$ cat src/rtl/riscv_instr_encoder.sv
// RV32I instruction encoder that range-checks symbolic instructions, packs them
// into machine words and writes them to consecutive instruction-memory slots.
module riscv_instr_encoder #(
    parameter int ADDR_WIDTH = 8,
    parameter int DEPTH      = 64,
    parameter int BASE_ADDR  = 0
) (
    input  logic                  clk,
    input  logic                  rst,
    input  logic                  restart,
    input  logic                  in_valid,
    output logic                  in_ready,
    input  logic [4:0]            op,
    input  logic [4:0]            rd,
    input  logic [4:0]            rs1,
    input  logic [4:0]            rs2,
    input  logic [31:0]           imm,
    output logic                  imem_we,
    output logic [ADDR_WIDTH-1:0] imem_addr,
    output logic [31:0]           imem_wdata,
    output logic                  err,
    output logic [1:0]            err_code,
    output logic [ADDR_WIDTH-1:0] count,
    output logic                  done
);

    localparam logic [1:0] S_IDLE   = 2'd0;
    localparam logic [1:0] S_ENCODE = 2'd1;
    localparam logic [1:0] S_WRITE  = 2'd2;
    localparam logic [1:0] S_DONE   = 2'd3;

    localparam logic [2:0] F_R = 3'd0;
    localparam logic [2:0] F_I = 3'd1;
    localparam logic [2:0] F_S = 3'd2;
    localparam logic [2:0] F_B = 3'd3;
    localparam logic [2:0] F_J = 3'd4;
    localparam logic [2:0] F_U = 3'd5;

    localparam logic [ADDR_WIDTH-1:0] BASE = ADDR_WIDTH'(BASE_ADDR);
    localparam logic [ADDR_WIDTH-1:0] STEP = ADDR_WIDTH'(4);
    localparam logic [ADDR_WIDTH-1:0] LAST = ADDR_WIDTH'(DEPTH - 1);

    logic [1:0]            state;
    logic                  started;
    logic [4:0]            op_q, rd_q, rs1_q, rs2_q;
    logic [31:0]           imm_q;
    logic [31:0]           word_q;
    logic [1:0]            code_q;
    logic [ADDR_WIDTH-1:0] ptr;

    logic [2:0]  fmt;
    logic [6:0]  opcode;
    logic [2:0]  f3;
    logic [6:0]  f7;
    logic        legal;
    logic        in_range;
    logic        aligned;
    logic [1:0]  code;
    logic [31:0] word;

    // started keeps in_ready low for the first cycle after reset is released
    assign in_ready = started && (state == S_IDLE) && !restart;

    always_comb begin
        fmt    = F_R;
        opcode = 7'b0000000;
        f3     = 3'b000;
        f7     = 7'b0000000;
        legal  = 1'b1;
        case (op_q)
            5'd0:  begin fmt = F_R; opcode = 7'b0110011; f3 = 3'b000; end
            5'd1:  begin fmt = F_R; opcode = 7'b0110011; f3 = 3'b000; f7 = 7'b0100000; end
            5'd2:  begin fmt = F_R; opcode = 7'b0110011; f3 = 3'b111; end
            5'd3:  begin fmt = F_R; opcode = 7'b0110011; f3 = 3'b110; end
            5'd4:  begin fmt = F_R; opcode = 7'b0110011; f3 = 3'b010; end
            5'd5:  begin fmt = F_R; opcode = 7'b0110011; f3 = 3'b011; end
            5'd6:  begin fmt = F_I; opcode = 7'b0010011; f3 = 3'b000; end
            5'd7:  begin fmt = F_I; opcode = 7'b0010011; f3 = 3'b100; end
            5'd8:  begin fmt = F_I; opcode = 7'b0010011; f3 = 3'b110; end
            5'd9:  begin fmt = F_I; opcode = 7'b0010011; f3 = 3'b010; end
            5'd10: begin fmt = F_I; opcode = 7'b0010011; f3 = 3'b011; end
            5'd11: begin fmt = F_I; opcode = 7'b0000011; f3 = 3'b010; end
            5'd12: begin fmt = F_I; opcode = 7'b1100111; f3 = 3'b000; end
            5'd13: begin fmt = F_S; opcode = 7'b0100011; f3 = 3'b010; end
            5'd14: begin fmt = F_B; opcode = 7'b1100011; f3 = 3'b000; end
            5'd15: begin fmt = F_B; opcode = 7'b1100011; f3 = 3'b001; end
            5'd16: begin fmt = F_B; opcode = 7'b1100011; f3 = 3'b100; end
            5'd17: begin fmt = F_B; opcode = 7'b1100011; f3 = 3'b101; end
            5'd18: begin fmt = F_J; opcode = 7'b1101111; end
            5'd19: begin fmt = F_U; opcode = 7'b0110111; end
            default: legal = 1'b0;
        endcase
    end

    // A signed immediate fits in N bits when every bit from N-1 upward matches
    always_comb begin
        in_range = 1'b1;
        aligned  = 1'b1;
        case (fmt)
            F_I, F_S: in_range = (&imm_q[31:11]) || !(|imm_q[31:11]);
            F_B:      in_range = (&imm_q[31:12]) || !(|imm_q[31:12]);
            F_J:      in_range = (&imm_q[31:20]) || !(|imm_q[31:20]);
            F_U:      in_range = !(|imm_q[11:0]);
            default:  in_range = 1'b1;
        endcase
        if (fmt == F_B || fmt == F_J)
            aligned = !imm_q[0];
        if (!legal)
            code = 2'b01;
        else if (!in_range)
            code = 2'b10;
        else if (!aligned)
            code = 2'b11;
        else
            code = 2'b00;
    end

    always_comb begin
        case (fmt)
            F_R:     word = {f7, rs2_q, rs1_q, f3, rd_q, opcode};
            F_I:     word = {imm_q[11:0], rs1_q, f3, rd_q, opcode};
            F_S:     word = {imm_q[11:5], rs2_q, rs1_q, f3, imm_q[4:0], opcode};
            F_B:     word = {imm_q[12], imm_q[10:5], rs2_q, rs1_q, f3,
                             imm_q[4:1], imm_q[11], opcode};
            F_J:     word = {imm_q[20], imm_q[10:1], imm_q[11], imm_q[19:12],
                             rd_q, opcode};
            F_U:     word = {imm_q[31:12], rd_q, opcode};
            default: word = 32'h0000_0000;
        endcase
    end

    always_ff @(posedge clk) begin
        if (rst) begin
            state      <= S_IDLE;
            started    <= 1'b0;
            op_q       <= '0;
            rd_q       <= '0;
            rs1_q      <= '0;
            rs2_q      <= '0;
            imm_q      <= '0;
            word_q     <= '0;
            code_q     <= '0;
            ptr        <= BASE;
            count      <= '0;
            done       <= 1'b0;
            imem_we    <= 1'b0;
            imem_addr  <= '0;
            imem_wdata <= '0;
            err        <= 1'b0;
            err_code   <= '0;
        end else begin
            started <= 1'b1;
            imem_we <= 1'b0;
            err     <= 1'b0;
            case (state)
                S_IDLE: begin
                    if (restart) begin
                        ptr   <= BASE;
                        count <= '0;
                    end else if (in_valid && in_ready) begin
                        op_q  <= op;
                        rd_q  <= rd;
                        rs1_q <= rs1;
                        rs2_q <= rs2;
                        imm_q <= imm;
                        state <= S_ENCODE;
                    end
                end
                S_ENCODE: begin
                    word_q <= word;
                    code_q <= code;
                    state  <= S_WRITE;
                end
                S_WRITE: begin
                    if (code_q == 2'b00) begin
                        imem_we    <= 1'b1;
                        imem_addr  <= ptr;
                        imem_wdata <= word_q;
                        ptr        <= ptr + STEP;
                        count      <= count + ADDR_WIDTH'(1);
                        if (count == LAST) begin
                            done  <= 1'b1;
                            state <= S_DONE;
                        end else begin
                            state <= S_IDLE;
                        end
                    end else begin
                        err      <= 1'b1;
                        err_code <= code_q;
                        state    <= S_IDLE;
                    end
                end
                S_DONE: begin
                    if (restart) begin
                        ptr   <= BASE;
                        count <= '0;
                        done  <= 1'b0;
                        state <= S_IDLE;
                    end
                end
                default: state <= S_IDLE;
            endcase
        end
    end

endmodule

$ cat config.mk
export PLATFORM = sky130hd
export DESIGN_NAME = riscv_instr_encoder
export DESIGN_NICKNAME = d
export VERILOG_FILES = /design/src/rtl/riscv_instr_encoder.sv
export SDC_FILE = /design/constraint.sdc
export NUM_CORES = 1
export LEC_CHECK = 0
export BUFFER_PORTS_ARGS = -buffer_cell sky130_fd_sc_hd__clkbuf_2
export CAP_MARGIN = 20
export CELL_PAD_IN_SITES_DETAIL_PLACEMENT = 1
export CELL_PAD_IN_SITES_GLOBAL_PLACEMENT = 1
export CORE_ASPECT_RATIO = 1.25
export CORE_MARGIN = 2
export CORE_UTILIZATION = 40
export CTS_CLUSTER_DIAMETER = 150
export DETAILED_ROUTE_END_ITERATION = 10
export PLACE_DENSITY = 0.83
export SYNTH_ARGS = -nofsm -noshare
export SYNTH_HDL_FRONTEND = slang
export SYNTH_SLANG_ARGS = --single-unit
export TNS_END_PERCENT = 30
$ cat constraint.sdc
create_clock -name clk -period 2.3 [get_ports clk]
set_input_delay 0.23 -clock clk [delete_from_list [all_inputs] [get_ports clk]]
set_output_delay 0.23 -clock clk [all_outputs]
set_load 0.02 [all_outputs]
; After elaboration in Yosys (flattened, before gate mapping)
; Index checks and enable logic that the tools add are counted.
[totals]
mem_count = 0
ramBits = 0
out_inout_bits = 54
rom_bits = 0
in_bits = 56
reg_bits = 150
latch_bits = 0
[classes]
n_mux = 29
n_reduce_logical = 44
n_lt_le_gt_ge = 0
shifts = 0
eq_ne = 34
bitwise_logic = 3
n_div = 0
n_mul = 0
n_addsub = 2
[op_table]
columns = op, count
row1 = 32-bit one-hot mux with 6 select lines, 1
row2 = 7-bit one-hot mux with 8 select lines, 1
row3 = 5-bit by 4-bit equality test with 1-bit output (second input constant), 8
row4 = 20-bit OR reduction, 2
row5 = 8-bit one-hot mux with 2 select lines, 2
row6 = 8-bit 2-to-1 mux, 3
row7 = 12-bit OR reduction, 2
row8 = 3-bit one-hot mux with 7 select lines, 1
row9 = 21-bit AND reduction, 1
row10 = 21-bit OR reduction, 1
row11 = 5-bit by 3-bit equality test with 1-bit output (second input constant), 4
row12 = 5-bit equality test (second input constant), 4
row13 = 20-bit AND reduction, 1
row14 = 2-bit 2-to-1 mux, 8
row15 = 3-bit one-hot mux with 5 select lines, 1
row16 = 12-bit AND reduction, 1
row17 = 2-bit OR reduction, 6
row18 = 5-bit by 2-bit equality test with 1-bit output (second input constant), 2
row19 = 3-bit AND reduction, 3
row20 = 8-bit by 1-bit adder with 8-bit output (second input constant), 1
row21 = 8-bit by 3-bit adder with 8-bit output (second input constant), 1
row22 = 8-bit by 6-bit equality test with 1-bit output (second input constant), 1
row23 = 1-bit 2-to-1 mux, 8
row24 = 2-bit != test (second input constant), 4
row25 = other kinds (25), 45

; Longest topological paths before layout
; Gate-level depths: netlist of run 1.
[depth]
word_depth = 9
depth_mapped = 8
ltp_nobuf = 8

; Worst setup path after synthesis of run 1
; Ideal clock, no wire load.
[synth_path]
kind = reg-to-reg
start = register state[0]
end = register ptr[7]
arrival_time_ns = 1.787
period_less_slack_ns = 1.858
setup_slack_ns = 0.442
path_stages_with_launch = 8
t_required_ns = 2.229
n_path_buf = 0
cell_sequence = dfxtp_1 inv_1 ha_1 o21a_1 nor3_2 nand4_1 or3_1 a21oi_1
[synth_between]
elab_chain_len = 4
elab_cells_between_ends = 9
[synth_lines]
columns = element, line
row1 = start: declaration, 43  ; logic [1:0] state;
row2 = start signal: assignment, 134  ; state <= S_IDLE;
row3 = start signal: assignment, 166  ; state <= S_ENCODE;
row4 = start signal: assignment, 172  ; state <= S_WRITE;
row5 = 2-bit equality test or 2-bit zero test (tied branches), 155  ; case (state)
row6 = 2-bit OR reduction (no line), n/a
row7 = 2-bit by 1-bit != test with 1-bit output (no line) or 2-bit nonzero test (tied branches), n/a
row8 = 3-bit AND reduction (no line), n/a
row9 = end signal: assignment, 179  ; ptr <= ptr + STEP;
row10 = end: declaration, 49  ; logic [ADDR_WIDTH-1:0] ptr;
; Parallel ways exist; a longest one is shown, timed or not.
; A chain may end at the register's enable or synchronous reset.

; Worst setup path after layout of run 1
[layout_path]
start = register state[0]
end = register count[6]
[layout_between]
elab_chain_len = 4
elab_cells_between_ends = 9
[layout_lines]
columns = element, line
row1 = 2-bit equality test or 2-bit zero test (tied branches), 155
row2 = 2-bit OR reduction (no line), n/a
row3 = 2-bit by 1-bit != test with 1-bit output (no line) or 2-bit nonzero test (tied branches), n/a
row4 = 3-bit AND reduction (no line), n/a
row5 = end signal: assignment, 180  ; count <= count + ADDR_WIDTH'(1);
row6 = end: declaration, 23  ; output logic [ADDR_WIDTH-1:0] count,
; Parallel ways exist; a longest one is shown, timed or not.

==> summary.md, run 1 <==
| Metric | Value |
|---|---|
| Reg-to-Reg Start | `state[0]$_SDFFE_PP0P_` |
| Die Y | `140.9 um` |
| Crit Reg-Reg Endpoint | `count[6]$_SDFFE_PP0P_` |
| CP max stage delay | `0.43 ns` |
| Non-filler cells, final | `around 1000` |
| Status | `completed` |
| Die Area | `0.01599 mm2` |
| Initial Utilization | `about two fifths` |
| Fmax achieved | `472.8 MHz` |
| Fin. Hold Viols | `0` |
| Pwr Total | `around 7500 uW` |
| Initial antenna violation count | `0` |
| Setup TNS | `0 ns` |
| Post-synth top area cell | `dfxtp_1` |
| DRC | `0` |
| PD cells | `1018 mW/mm2` |
| Fillers | `1832` |
| Final period util | `roughly nine tenths` |
| Avg Cell Area, Syn | `approximately 7.9 um2` |
| Critical Path End Type | `flip-flop` |
| Final Critical Period | `about 2.1 ns` |
| Clock latency on the worst-skew pair | `between 0.4 and 0.5 ns` |
| Placer Congestion | `~0.92` |
| Nets | `between 900 and 1000` |
| Remaining antenna violation count | `0` |
| Share of cells above drive strength 1 | `about 20%` |
| Io pins | `110` |
| Worst-path fanout max | `6` |
| Largest cells by area after synthesis | `dfxtp_1, nand2_1, a21oi_1, nor2_1, clkbuf_1` |
| Inst Count DP | `1017` |
| Overall Global Routing Usage | `22.23%` |
| Hold Startpoint | `imm[19]` |
| Resized cells post-CTS | `0` |
| Leak | `approximately 0.0028 uW` |
| Startpoint types | `flip-flop` |
| Reg clk slew, reported paths | `roughly 0.06 ns` |
| Post-synth top cells | `nand2_1, dfxtp_1, a21oi_1, nor2_1, clkbuf_1` |
| DR iter-0 viols | `around 290` |
| N_diodes | `0` |
| Total Wirelength | `~17000 um` |
| Chip width | `roughly 110 um` |
| Slew margin rel. | `between 60% and 70%` |
| Post-CTS setup buffer count | `0` |
| Drt pass-1 iters | `4` |
| Core area | `0.01483 mm2` |
| Asr flop ratio synth | `0%` |
| CP arrival | `roughly 2.5 ns` |
| Via count of the first global-routing pass | `a little under 6000` |
| Total congestion overflow | `0` |
| Register area share after synthesis | `48.07%` |
| Worst Tran Pin Value | `0.5861 ns` |
| Clock root cell | `clkbuf_16` |
| Hold Crit Class | `in2reg` |
| Dpl cell area | `0.006726 mm2` |
| Bufs on Longest Clock Path | `2` |
| Synth unique cells | `59` |
| Drt via density | `5.372` |
| Routed len/inst | `16.48 um` |
| End of the worst hold path | `imm_q[19]$_SDFFE_PP0P_` |
| Post-synth top area share | `48.07%` |
| CP max-delay cell | `dfxtp_1` |
| Critical path required time | `between 2 and 3 ns` |
| Largest net degree at the start of global routing | `63` |
| Num Clock Sinks | `roughly 140` |
| CTS buffer count | `17` |
| Max IR drop VDD | `around 0.58 mV` |
| Dpl hpwl | `around 12000 um` |
| RSZ-0062 raised after global routing | `true` |
| #FFs+latches synth | `144` |
| First-pass GRT wire length | `28470 um` |
| Reg-to-reg setup timing slack | `between 0.15 and 0.2 ns` |
| Crit path buf inv count | `1` |
| Synth-to-layout area growth | `22.60%` |
| CTS tree | `built` |
| Critical path's top delay family | `simple AND/OR/NAND/NOR gates` |
| Mapped Cells | `about 760` |
| Total number of vias | `between 5000 and 6000` |
| CP cell instances | `inv_1 > ha_1 > o21a_1 > nor2_1 > o21ai_1 > or3_1 > a21oi_1` |
| Post-synth EDFFs | `0` |
| Hold-fix buffers, CTS | `0` |
| Post-synthesis cell area | `roughly 0.006 mm2` |
| Max-Cap Viols | `0` |
| Final instance area | `~0.0074 mm2` |
| H-Tree Depth | `4` |
| Worst Hold Path Cells | `3` |
| Most common cell in the netlist | `nand2_1` |
| Clk_skew | `about 0.013 ns` |
| Max-slew violations | `0` |
| PortBufs | `around 110` |
| Setup violations, final | `0` |
| Row Count | `50` |
| Yosys warns | `0` |
| Synth Flop Type | `dfxtp_1` |
| Crit Path Category | `reg2reg` |
| Cell count of the worst reg-to-reg path | `7` |
[power breakdown]
group,internal (uW),switching [uW],total [uW]
Sequential,2820,269,3090
Clock,1810,1040,2850
Combinational,569,976,1550
Total,5200,2280,7480
[state kept, by name, summed over array words and instances (netlist names)]
name / count
word_q: 31
rs1_q: 5
err_code: 2
count: 8
started: 1
done: 1
imem_we: 1
op_q: 5
err: 1
rd_q: 5
imem_wdata: 31
imm_q: 32
state: 2
code_q: 2
imem_addr: 6
ptr: 6
rs2_q: 5
[tightest hold or removal path, cell delays in order]
cell and delay, ns:
clkbuf_2 0.08, nand2_1 0.04, a21oi_1 0.05
[per-layer routing]
layer	GRT usage (%)	wire length [um]
met3	4.557	462
met4	9.371	386
met2	38.20	8857
met1	26.95	7581
met5	0	0
[cells in the final DEF, fill, tap and decap left out, types with 9 or more instances in the layout]
cell type / n
a21oi_1: 107
clkbuf_16: 17
dfxtp_1: 143
nand3_1: 12
nor2_1: 58
xor2_1: 9
nand2_1: 219
clkbuf_2: 106
buf_4: 19
inv_1: 12
o21ai_0: 15
a211oi_1: 16
nor3_1: 13
[metrics by stage]
step / worst slack, ns / utilization (%) / hold WS, ns
global route: -0.02416 / 49.59 / 0.01958
detailed placement: 0.1538 / 45.37 / 0.4470
floorplan: 0.4417 / - / 0.3660
CTS: 0.1255 / 49.53 / 0.003340
finish: 0.1851 / 49.59 / 0.01761
global placement: 0.1876 / 45.37 / 0.4398
[cells by family after synthesis]
kind of cell    count (synthesis)  share of synthesized area, %
mux                             8                         1.335
flops                         144                         48.07
simple gates                  342                         24.39
xor+xnor                       10                         1.461
fa+ha+maj                       8                         1.669
buf+inv                        66                         4.506
compound gates                182                         18.51
other cells                     1                       0.06253
[worst max-delay path by stage]
stage | endpoint | from | cells after the start
5_1_grt | ptr[7]$_SDFFE_PP0P_ | state[1]$_SDFFE_PP0P_ | 7
3_5_place_dp | word_q[29]$_SDFFE_PP0N_ | op_q[2]$_SDFFE_PP0P_ | 6
6_report | count[6]$_SDFFE_PP0P_ | state[0]$_SDFFE_PP0P_ | 7
3_3_place_gp | word_q[28]$_SDFFE_PP0N_ | op_q[2]$_SDFFE_PP0P_ | 6
2_1_floorplan | ptr[7]$_SDFFE_PP0P_ | state[0]$_SDFFE_PP0P_ | 7
4_1_cts | word_q[29]$_SDFFE_PP0N_ | op_q[2]$_SDFFE_PP0P_ | 6
[final cells by class]
| cell class | count | area (um2) | share of cell area [%] |
|---|---|---|---|
| clock buffers | 22 | 484.2 | 6.586 |
| clock inverters | 10 | 132.6 | 1.804 |
| inverters | 12 | 45.04 | 0.6127 |
| multi-input cells | 552 | 2865 | 38.97 |
| flip-flops and latches | 144 | 2884 | 39.23 |
| well taps | 182 | 227.7 | 3.097 |
| repair buffers | 127 | 713.2 | 9.700 |
Power figures use the tool's default switching activity.
==> inputs of run 2 (changes only) <==
--- a/config.mk
+++ b/config.mk
@@ -11,10 +11,11 @@
 export CELL_PAD_IN_SITES_GLOBAL_PLACEMENT = 1
 export CORE_ASPECT_RATIO = 1.25
 export CORE_MARGIN = 2
-export CORE_UTILIZATION = 40
+export CORE_UTILIZATION = 30
 export CTS_CLUSTER_DIAMETER = 150
 export DETAILED_ROUTE_END_ITERATION = 10
-export PLACE_DENSITY = 0.83
+export PLACE_DENSITY = 0.69
+export REMOVE_ABC_BUFFERS = 1
 export SYNTH_ARGS = -nofsm -noshare
 export SYNTH_HDL_FRONTEND = slang
 export SYNTH_SLANG_ARGS = --single-unit
==> constraint.sdc (replaced) <==
create_clock -name clk -period 1.7 [get_ports clk]
set_input_delay 0.17 -clock clk [delete_from_list [all_inputs] [get_ports clk]]
set_output_delay 0.17 -clock clk [all_outputs]
set_load 0.02 [all_outputs]
==> summary.md, run 2 (same netlist as run 1, synthesis figures left out) <==
| Metric | Value |
|---|---|
| Status | `finished, violations left` |
| Failing checks | `setup timing` |
| Core area | `0.01954 mm2 (+32%)` |
| DRC | `0 (unchanged)` |
| PortBufs | `107 (unchanged)` |
| Initial antenna violation count | `0 (unchanged)` |
| Clock root cell | `clkbuf_16` |
| CTS tree | `built` |
| Row Count | `57 (+14%)` |
| DR iter-0 viols | `199 (-32%)` |
| Share of cells above drive strength 1 | `28.35% (+8.2 points)` |
| Total number of vias | `5973 (+6.0%)` |
| Fmax achieved | `555.7 MHz (+18%)` |
| Dpl hpwl | `13160 um (+10%)` |
| Io pins | `110 (unchanged)` |
| Fillers | `2418 (+32%)` |
| Setup WS post-layout | `-0.09955 ns (-0.2847 ns)` |
| Setup violations, final | `4 (+4)` |
| Worst Setup SP | `imm_q[12]$_SDFFE_PP0P_` |
| Clock latency on the worst-skew pair | `0.42 ns (about the same)` |
| Biggest register | `imm_q` |
| Max-Cap Viols | `0 (unchanged)` |
| Final period util | `105.9% (+14 points)` |
| Num Clock Sinks | `144 (unchanged)` |
| GR Util met2 | `32.10% (-6.1 points)` |
| Crit Path Category | `reg2reg` |
| Fin. Hold Viols | `0 (unchanged)` |
| Synth-to-layout area growth | `41.19%` |
| Reg-to-reg setup timing slack | `-0.1 ns (-0.28 ns)` |
| N_diodes | `0 (unchanged)` |
| Final Critical Period | `1.800 ns (-0.3153 ns)` |
| Biggest regs | `imm_q (32), imem_wdata (31), word_q (31)` |
| Chip width | `130.5 um (+15%)` |
| Global routing usage on met3 | `3.030% (-1.5 points)` |
| CTS buffer count | `17 (unchanged)` |
| Via count of the first global-routing pass | `6098 (+5.3%)` |
| Met1 Use GR | `22.50% (-4.5 points)` |
| Core Util, Final | `43.33% (-6.3 points)` |
| PD cells | `1200 mW/mm2 (+18%)` |
| Worst setup path endpoint | `code_q[1]$_SDFFE_PP0N_` |
| Largest net degree at the start of global routing | `71 (+13%)` |
| Routed len/inst | `14.95 um (-9.3%)` |
| Max-slew violations | `0 (unchanged)` |
| Nets | `1030 (+12%)` |
| Clk_skew | `0.01128 ns (-0.001944 ns)` |
| Setup TNS | `-0.1881 ns (-0.1881 ns)` |
| WHS | `0.008180 ns (-0.009427 ns)` |
| Commonest non-fill, non-tap cell in the layout | `nand2_1` |
| Max IR drop VDD | `0.7768 mV (+33%)` |
| CP arrival | `2.11 ns (-0.35 ns)` |
| H-Tree Depth | `4 (unchanged)` |
| Startpoint types | `flip-flop` |
| Crit Reg-Reg Endpoint | `code_q[1]$_SDFFE_PP0N_` |
| Bufs on Longest Clock Path | `2 (unchanged)` |
| Gr busiest metal | `met2` |
| Most frequent cells in the layout | `nand2_1, dfxtp_1, a21oi_1, clkbuf_2, buf_4` |
| Placer Congestion | `0.8561 (-7.2%)` |
| Number of flip-flops under the largest register name | `32 (unchanged)` |
| Reg clk slew, reported paths | `0.06 ns (about the same)` |
| Critical Path End Type | `flip-flop` |
| Die Y | `162.1 um (+15%)` |
| Die Area | `0.02114 mm2 (+32%)` |
| Drt pass-1 iters | `4 (unchanged)` |
| Reg-to-Reg Start | `imm_q[12]$_SDFFE_PP0P_` |
| Critical path required time | `2.01 ns (-0.64 ns)` |
| RSZ-0062 raised after global routing | `true` |
| First-pass GRT wire length | `30620 um (+7.5%)` |
| Total Wirelength | `18570 um (+7.4%)` |
| Drt via density | `4.809 (-10%)` |
| Initial Utilization | `30.69% (-9.8 points)` |
| Worst-path fanout max | `3 (-3)` |
| Total congestion overflow | `0 (unchanged)` |
| Leak | `0.003327 uW (+19%)` |
| Overall Global Routing Usage | `18.25% (-4.0 points)` |
| Cell count of the worst reg-to-reg path | `6 (-1)` |
| Hold Crit Class | `in2reg` |
| Remaining antenna violation count | `0 (unchanged)` |
run 2: cell types whose count changed in the layout (fill, tap and decap cells not counted), moves of 3 or more:
cell and change:
buf_12 +3, dfxtp_2 +5, nor2_1 -4, dfxtp_1 -5, nand2_2 +3, bufinv_16 -3, dlygate4sd3_1 +37, nor2_4 +3
buf_4 +70, nand2_1 -3
run 2: through the flow:
step	instance area (um2)	power, uW	worst slack (ns)	instances
after floorplan	5776	5507	-0.7513	708
after global placement	7411	6600	-0.08104	1172
after detailed placement	7411	6665	-0.1418	1172
after CTS	8369	10150	-0.08868	1241
after global routing	8467	10760	-0.2208	1242
final	8467	10160	-0.09955	1242
run 2: worst min path at each step:
stage	slack, ns	cells after the start	startpoint	endpoint
4_1_cts	0.001	3	imm[2]	imm_q[2]$_SDFFE_PP0P_
5_1_grt	0.01	3	imm[3]	imm_q[3]$_SDFFE_PP0P_
3_3_place_gp	0.40	3	rd[4]	rd_q[4]$_SDFFE_PP0P_
3_5_place_dp	0.40	3	op[1]	op_q[1]$_SDFFE_PP0P_
6_report	0.008	3	imm[2]	imm_q[2]$_SDFFE_PP0P_
2_1_floorplan	0.24	1	rst	done$_SDFFE_PP0P_
run 2: power breakdown:
group / total, uW / switching, uW / internal [uW]
sequential: 4080 / 264 / 3810
combinational: 2770 / 1550 / 1220
clock: 3310 / 1370 / 1950
total: 10200 / 3180 / 6980
run 2: area by class of cell:
class,instances,area [um2],share of cell area [%]
clock buffers,23,478.0,5.645
clock inverters,7,37.54,0.4433
inverters,12,45.04,0.5320
multi-input cells,552,2993,35.35
flip-flops and latches,144,2890,34.14
well taps,265,331.6,3.916
repair buffers,239,1692,19.98
run 2: critical path, cell delays in order, from the launching register on:
cell,delay (ns)
dfxtp_2,0.32
or4_4,0.54
nor2_4,0.14
a22oi_2,0.10
a311oi_2,0.26
o41ai_1,0.12
a32o_1,0.22
run 2: routing by layer:
layer	routed length [um]	part of all wire (%)
met5	0	0
met4	266	1.4
met3	424	2.3
met2	9581	52
met1	8294	45
run 2: timing repair:
action / 4_1_cts / 5_1_grt
hold buffers: 37 / 0
setup endpoints to repair: 16 / 29
buffers inserted: 2 / 1
endpoints found under the hold margin: 37 / 0
pin swaps: 6 / 5
gates resized for setup: 16 / 26
gates cloned: 0 / 0
